File: src/rtl/bram_window_reader_pkg.sv
// Shared constants and helpers for the 9-bank pixel line store (writer and reader).
// Bank map: pixel (r,c) -> bank (r%3)*3 + (c%3), address c/3.
package bram_window_reader_pkg;
   localparam int IMG_W  = 640;
   localparam int IMG_H  = 480;
   localparam int PIX_W  = 24;
   localparam int ADDR_W = 8;
   localparam int NBANK  = 9;

   localparam logic [9:0] COL_LAST = 10'(IMG_W - 1);
   localparam logic [9:0] ROW_LAST = 10'(IMG_H - 1);

   // Window lane order: (dr+1)*3 + (dc+1), p(-1,-1) in lane 0
   localparam int LANE_NW = 0;
   localparam int LANE_N  = 1;
   localparam int LANE_NE = 2;
   localparam int LANE_W  = 3;
   localparam int LANE_C  = 4;
   localparam int LANE_E  = 5;
   localparam int LANE_SW = 6;
   localparam int LANE_S  = 7;
   localparam int LANE_SE = 8;

   function automatic logic [3:0] bank_of(input logic [1:0] row_mod3, input logic [1:0] col_mod3);
      return {2'b00, row_mod3} * 4'd3 + {2'b00, col_mod3};
   endfunction

   function automatic logic [1:0] mod3(input logic [9:0] v);
      logic [9:0] t;
      t = v % 10'd3;
      return t[1:0];
   endfunction
endpackage

File: src/rtl/bram_window_skid_buffer.sv
// 2-entry fall-through skid buffer; arriving BRAM data is shown directly when empty.
module window_skid_buffer #(
   parameter int W = 8
) (
   input  logic         clk,
   input  logic         reset,
   input  logic         in_valid_i,
   input  logic [W-1:0] in_data_i,
   output logic [1:0]   occ_o,
   output logic         out_valid_o,
   input  logic         out_ready_i,
   output logic [W-1:0] out_data_o
);
   logic [1:0]   cnt_q, cnt_d;
   logic [W-1:0] e0_q, e0_d, e1_q, e1_d;
   logic         pop;

   assign occ_o       = cnt_q;
   assign out_valid_o = (cnt_q != 2'd0) || in_valid_i;
   assign out_data_o  = (cnt_q != 2'd0) ? e0_q : (in_valid_i ? in_data_i : '0);
   assign pop         = out_valid_o && out_ready_i;

   always_comb begin
      cnt_d = cnt_q;
      e0_d  = e0_q;
      e1_d  = e1_q;
      case (cnt_q)
         2'd0: begin
            if (in_valid_i && !pop) begin
               e0_d  = in_data_i;
               cnt_d = 2'd1;
            end
         end
         2'd1: begin
            if (pop && in_valid_i) begin
               e0_d = in_data_i;
            end else if (pop) begin
               cnt_d = 2'd0;
            end else if (in_valid_i) begin
               e1_d  = in_data_i;
               cnt_d = 2'd2;
            end
         end
         default: begin
            // issue credit keeps a full buffer from seeing a new arrival without a pop
            if (pop) begin
               e0_d = e1_q;
               if (in_valid_i) e1_d = in_data_i;
               else            cnt_d = 2'd1;
            end
         end
      endcase
   end

   always_ff @(posedge clk) begin
      if (reset) begin
         cnt_q <= 2'd0;
         e0_q  <= '0;
         e1_q  <= '0;
      end else begin
         cnt_q <= cnt_d;
         e0_q  <= e0_d;
         e1_q  <= e1_d;
      end
   end
endmodule

File: src/rtl/bram_window_reader.sv
// Port-B reader streaming one 3x3 RGB window per column of a requested centre row.
// BRAM_WINDOW_ZERO_PAD_EN: out-of-image lanes forced to zero instead of edge-replicated.
module bram_window_reader
   import bram_window_reader_pkg::*;
(
   input  logic                    clk,
   input  logic                    reset,
   input  logic                    row_start,
   input  logic [9:0]              row_idx,
   output logic                    row_busy,
   output logic                    row_done,
   output logic                    enb,
   output logic                    web,
   output logic [NBANK*ADDR_W-1:0] addrb,
   output logic [NBANK*PIX_W-1:0]  dinb,
   input  logic [NBANK*PIX_W-1:0]  doutb,
   output logic                    win_valid,
   input  logic                    win_ready,
   output logic [NBANK*PIX_W-1:0]  win_data,
   output logic [9:0]              win_col,
   output logic                    win_last
);
   localparam logic [1:0] S_IDLE  = 2'd0;
   localparam logic [1:0] S_RUN   = 2'd1;
   localparam logic [1:0] S_DRAIN = 2'd2;
   localparam int SKID_W = NBANK*PIX_W + 11;

   logic [1:0]                  state_q, state_d;
   logic [9:0]                  col_q, col_d;
   logic [1:0]                  cm_q, cm_d;
   logic [ADDR_W-1:0]           cdiv_q, cdiv_d;
   logic [2:0][1:0]             rm_q, rm_d;
   logic                        done_q, done_d;
   logic                        infl_q;
   logic [NBANK-1:0][3:0]       sel_q, sel_d;
   logic [9:0]                  pcol_q;
   logic                        plast_q;
   logic [2:0][1:0]             ccm;
   logic [2:0][ADDR_W-1:0]      cca, addr_ph;
   logic [NBANK-1:0][PIX_W-1:0] dout_v, lane_v;
   logic [1:0]                  occ;
   logic                        first_c, last_c, accept;
   logic [SKID_W-1:0]           skid_out;

   assign web      = 1'b0;
   assign dinb     = '0;
   assign row_busy = (state_q != S_IDLE);
   assign row_done = done_q;
   assign dout_v   = doutb;

   assign accept  = (state_q == S_IDLE) && row_start && (row_idx < 10'(IMG_H));
   assign enb     = (state_q == S_RUN) && ((occ + {1'b0, infl_q}) < 2'd2);
   assign first_c = (col_q == 10'd0);
   assign last_c  = (col_q == COL_LAST);

   // clamped neighbour columns as (c%3, c/3) pairs for dc = -1, 0, +1
   always_comb begin
      ccm[1] = cm_q;
      cca[1] = cdiv_q;
      ccm[0] = first_c ? 2'd0 : ((cm_q == 2'd0) ? 2'd2 : cm_q - 2'd1);
      cca[0] = (first_c || cm_q != 2'd0) ? cdiv_q - {7'd0, !first_c && cm_q == 2'd0} : cdiv_q - 8'd1;
      ccm[2] = last_c ? cm_q : ((cm_q == 2'd2) ? 2'd0 : cm_q + 2'd1);
      cca[2] = (!last_c && cm_q == 2'd2) ? cdiv_q + 8'd1 : cdiv_q;
   end

   always_comb begin
      addr_ph = '0;
      for (int cb = 0; cb < 3; cb++)
         for (int dc = 0; dc < 3; dc++)
            if (ccm[dc] == 2'(cb)) addr_ph[cb] = cca[dc];
   end

   for (genvar k = 0; k < NBANK; k++) begin : g_addr
      assign addrb[k*ADDR_W +: ADDR_W] = enb ? addr_ph[k % 3] : '0;
   end

`ifdef BRAM_WINDOW_ZERO_PAD_EN
   logic             row_top_q, row_bot_q;
   logic [NBANK-1:0] zm_d, zm_q;

   always_ff @(posedge clk) begin
      if (reset) begin
         row_top_q <= 1'b0;
         row_bot_q <= 1'b0;
         zm_q      <= '0;
      end else begin
         if (accept) begin
            row_top_q <= (row_idx == 10'd0);
            row_bot_q <= (row_idx == ROW_LAST);
         end
         if (enb) zm_q <= zm_d;
      end
   end
`endif

   for (genvar l = 0; l < NBANK; l++) begin : g_lane
      localparam int DR = l / 3;
      localparam int DC = l % 3;
      assign sel_d[l] = bank_of(rm_q[DR], ccm[DC]);
`ifdef BRAM_WINDOW_ZERO_PAD_EN
      assign zm_d[l]   = (DR == 0 && row_top_q) || (DR == 2 && row_bot_q) ||
                         (DC == 0 && first_c) || (DC == 2 && last_c);
      assign lane_v[l] = zm_q[l] ? '0 : dout_v[sel_q[l]];
`else
      assign lane_v[l] = dout_v[sel_q[l]];
`endif
   end

   always_comb begin
      state_d = state_q;
      col_d   = col_q;
      cm_d    = cm_q;
      cdiv_d  = cdiv_q;
      rm_d    = rm_q;
      done_d  = 1'b0;
      case (state_q)
         S_IDLE: begin
            if (accept) begin
               rm_d[0] = (row_idx == 10'd0) ? 2'd0 : mod3(row_idx - 10'd1);
               rm_d[1] = mod3(row_idx);
               rm_d[2] = (row_idx == ROW_LAST) ? mod3(row_idx) : mod3(row_idx + 10'd1);
               col_d   = '0;
               cm_d    = '0;
               cdiv_d  = '0;
               state_d = S_RUN;
            end
         end
         S_RUN: begin
            if (enb) begin
               if (last_c) begin
                  col_d   = '0;
                  cm_d    = '0;
                  cdiv_d  = '0;
                  state_d = S_DRAIN;
               end else begin
                  col_d  = col_q + 10'd1;
                  cm_d   = (cm_q == 2'd2) ? 2'd0 : cm_q + 2'd1;
                  cdiv_d = (cm_q == 2'd2) ? cdiv_q + 8'd1 : cdiv_q;
               end
            end
         end
         S_DRAIN: begin
            if (win_valid && win_ready && win_last) begin
               done_d  = 1'b1;
               state_d = S_IDLE;
            end
         end
         default: state_d = S_IDLE;
      endcase
   end

   always_ff @(posedge clk) begin
      if (reset) begin
         state_q <= S_IDLE;
         col_q   <= '0;
         cm_q    <= '0;
         cdiv_q  <= '0;
         rm_q    <= '0;
         done_q  <= 1'b0;
         infl_q  <= 1'b0;
         sel_q   <= '0;
         pcol_q  <= '0;
         plast_q <= 1'b0;
      end else begin
         state_q <= state_d;
         col_q   <= col_d;
         cm_q    <= cm_d;
         cdiv_q  <= cdiv_d;
         rm_q    <= rm_d;
         done_q  <= done_d;
         infl_q  <= enb;
         // lane routing travels with the read so it lines up with doutb next cycle
         if (enb) begin
            sel_q   <= sel_d;
            pcol_q  <= col_q;
            plast_q <= last_c;
         end
      end
   end

   window_skid_buffer #(.W(SKID_W)) u_skid (
      .clk         (clk),
      .reset       (reset),
      .in_valid_i  (infl_q),
      .in_data_i   ({plast_q, pcol_q, lane_v}),
      .occ_o       (occ),
      .out_valid_o (win_valid),
      .out_ready_i (win_ready),
      .out_data_o  (skid_out)
   );

   assign {win_last, win_col, win_data} = skid_out;
endmodule

File: config.mk
export PLATFORM = sky130hd
export DESIGN_NAME = bram_window_reader
export DESIGN_NICKNAME = d
export VERILOG_FILES = /design/src/rtl/bram_window_reader_pkg.sv /design/src/rtl/bram_window_skid_buffer.sv /design/src/rtl/bram_window_reader.sv
export SDC_FILE = /design/constraint.sdc
export NUM_CORES = 2
export LEC_CHECK = 0
export BUFFER_PORTS_ARGS = -buffer_cell sky130_fd_sc_hd__buf_2
export CAP_MARGIN = 5
export CELL_PAD_IN_SITES_DETAIL_PLACEMENT = 0
export CELL_PAD_IN_SITES_GLOBAL_PLACEMENT = 2
export CORE_ASPECT_RATIO = 1.75
export CORE_MARGIN = 5
export CORE_UTILIZATION = 31
export DETAILED_ROUTE_END_ITERATION = 8
export GPL_TIMING_DRIVEN = 0
export PLACE_DENSITY = 0.86
export SLEW_MARGIN = 15
export SYNTH_ARGS = -nofsm -noshare
export SYNTH_HDL_FRONTEND = slang
export SYNTH_SLANG_ARGS = --single-unit
File: constraint.sdc
create_clock -name clk -period 5.75 [get_ports clk]
set_clock_uncertainty 0.05 [all_clocks]
set_input_delay 0.8625 -clock clk [delete_from_list [all_inputs] [get_ports clk]]
set_output_delay 0.8625 -clock clk [all_outputs]
set_load 0.005 [all_outputs]
==> results_dict.tcl <==
set metrics [dict create \
    cp_max_fo 10 \
    portBuffers 505 \
    first_iter_violations 5075 \
    synth_edf_count 0 \
    placed_cells 7676 \
    period_share_pct 102 \
    place_congestion 1.05 \
    synth_compound_area_share_pct 14.2 \
    coreArea_um2 142000 \
    fp-row-count 183 \
    start_kind "flop" \
    die_area_um2 150000 \
    cap_violations 0 \
    postRouteAntennaNets 0 \
    io_pins 750 \
    yosysTopAreaCell "dfxtp_1" \
    placed_area_um2 49800 \
    fin_area_um2 52100 \
    cts_inserted_buffers 53 \
    grt_pass1_wl_um 334000 \
    netlist_top_cells_count "976 x nor2_1, 533 x dfxtp_1, 450 x mux2i_1" \
    min_to "u_skid.e1_q[219]" \
    cts_buffer_depth 3 \
    power_density_nw_per_um2 221 \
    drtPass1Iterations 9 \
    arrival_ns 4.97 \
    drt_wl_total_um 241000 \
    initial_core_util_pct 31.1 \
    clk_pin_slew_ns 0.07 \
    viasPerCell 5.78 \
    clock-sinks 533 \
    syn_inst 5104 \
    cts_tree "done" \
    final.min_clock_period_ns 5.89 \
    instances_no_fill 7851 \
    grt_max_degree 16 \
    min_path_type "reg2reg" \
    finalSetupViolCount 4 \
    cts_root_buf "clkbuf_16" \
    crit_required_ns 4.84 \
    layout_setup_ws_ns -0.136 \
    fill_cells 14906 \
    r2r-start "u_skid.occ_o[1]" \
    ff2ff_path_depth 9 \
    chipHeight_um 509 \
    drc_errors 2 \
    yosys_most_used_dff "dfxtp_1" \
    drv_slew 0 \
    r2r-end "u_skid.e0_q[73]" \
    synth.area.top_cells "dfxtp_1 24%, mux4_2 22%, mux2i_1 10%, nor2_1 8.3%, buf_4 4.5%" \
    overflow 0 \
    finalHoldViolCount 0 \
    status "finished, violations left" \
    ys_ff_latch 533 \
    tightest_slew_ns 1.35 \
    nets 6165 \
    yosys-mux-area-fraction_pct 32.4 \
    violations "design-rule violations, negative setup slack" \
    yosys.area_share.simple_pct 17.0 \
    grt_setup_unrepaired "yes" \
    gr-usage-all-layers_pct 30.9 \
    h-tree-depth 2 \
    postCtsHoldBufs 0 \
    synthArstFlopShare_pct 0 \
    holdPathStages 2 \
    timing.fmax_mhz 170 \
    synth.avg_cell_area_um2 8.63 \
    ys_warn_count 0 \
    worst-r2r-setup-slack_ns 1.20 \
    ys_types 84 \
    synth-seq-area-share_pct 24.2 \
    drive_above_1_share_pct 23.6 \
    dp_slack_ns -1.26 \
    min_from "u_skid.e1_q[219]" \
    dp_hpwl_um 192000 \
    setup_tns_ns -0.377 \
    worstSkewPairLatency_ns 0.69 \
    fp.dieW_um 295 \
    synth_top_family_by_area "multiplexers" \
    grt_pass1_vias 44092 \
    avgRoutedWirePerCell_um 30.8 \
    fin_total_pwr_mw 11.5 \
    synthXorXnorAreaFrac_pct 1.22 \
    yosys.cell_count.top_type "nor2_1" \
    cp-end-kind "output port" \
    antenna_found_initial 91 \
    slew_headroom_pct 10.1 \
    synthAdderAreaFrac_pct 1.74 \
    peakVddDrop_mv 0.241 \
    p_leak_nw 18.6 \
    critPathKind "reg2out" \
    via_count 45369 \
    netlist.area_leader.share_pct 24.2 \
    syn_to_final_growth_pct 18.2 \
    netlist_area_um2 44100 \
]
## per-layer routing
metal	up-vias	wire length (µm)	global-route usage (%)
met5	-	230	0
met4	36	23400	22.8
met3	786	25900	10.7
met2	2928	113000	51.3
met1	21825	78800	32.2
li1	19794	-	-
## cells by family (layout without fill, tap and decap cells)
logic type	Yosys count	count (layout)
AO/OA/AOI/OAI	976	976
XOR/XNOR	60	60
adder cells (fa/ha/maj)	56	56
buffers and inverters	809	1412
flip-flops	533	533
multiplexers	886	886
other	1	295
AND/OR/NAND/NOR	1783	1783
## final cells by class
type / instances / area (µm²) / area share (%)
buffer: 768 / 3940 / 7.56
inverter: 37 / 146 / 0.281
clock inverter: 25 / 350 / 0.673
clock buffer: 73 / 1510 / 2.90
timing repair buffer: 509 / 2560 / 4.92
sequential: 533 / 10700 / 20.5
tap: 1850 / 2310 / 4.44
multi-input combinational: 3978 / 30400 / 58.4
antenna: 78 / 195 / 0.375
## critical path, stage by stage (launching register included)
cell,delay (ns)
dfxtp_1,0.31
clkbuf_1,0.43
clkbuf_1,0.64
clkbuf_1,0.64
mux4_2,0.40
mux2i_1,0.91
o21ai_0,0.46
a22o_1,0.35
buf_2,0.14
## timing repair
item / 4_1_cts / 5_1_grt
setup endpoints to repair: 14 / 30
pin swaps: 0 / 5
buffers inserted: 0 / 3
resized for setup: 15 / 53
## cell usage in the layout (no fill, tap or decap), types with 13 or more instances in the layout
cell,instances
nor2_1,976
dfxtp_1,533
buf_2,511
mux2i_1,437
mux4_2,432
nand2_1,388
clkbuf_1,387
a21oi_1,327
buf_4,268
o21ai_0,250
nor3_1,238
a22o_1,218
conb_1,217
buf_1,90
diode_2,78
clkbuf_16,53
nand3_1,45
ha_1,44
xnor2_1,42
a211oi_1,34
inv_1,33
clkbuf_2,26
a221oi_1,22
nor2b_1,19
xor2_1,15
nand4_1,15
or3_1,13
mux2i_2,13
## worst max path at each step
stage	start	end	slack, ns	cells after the start
finish	sel_q[1]	win_data[16]	-0.14	8
global route	row_idx[7]	rm_q[5]	-0.08	21
CTS	row_idx[2]	rm_q[5]	0.009	22
detailed placement	row_idx[0]	rm_q[1]	-1.26	24
global placement	row_idx[0]	rm_q[1]	-1.28	24
floorplan	row_idx[0]	rm_q[1]	0.21	24
## state kept, by name (all words and copies together) (netlist names), 2 cells and up
register / cells
rm_q: 6
cdiv_q: 8
u_skid.occ_o: 2
col_q: 10
u_skid.e1_q: 227
cm_q: 2
pcol_q: 10
sel_q: 36
u_skid.e0_q: 227
state_q: 2
## stage by stage
stage / utilization (%) / hold slack (ns)
after floorplan: - / 0.386
after global placement: 35.1 / 0.392
after detailed placement: 35.1 / 0.400
after CTS: 36.5 / 0.408
after global routing: 36.6 / 0.432
final: 36.7 / 0.408
## report_power, final
part           total (mW)  switching [mW]  internal (mW)
Sequential           3.81          0.0584           3.76
Combinational        3.83            2.53           1.30
Clock                3.85            1.71           2.13
Power figures use the tool's default switching activity.
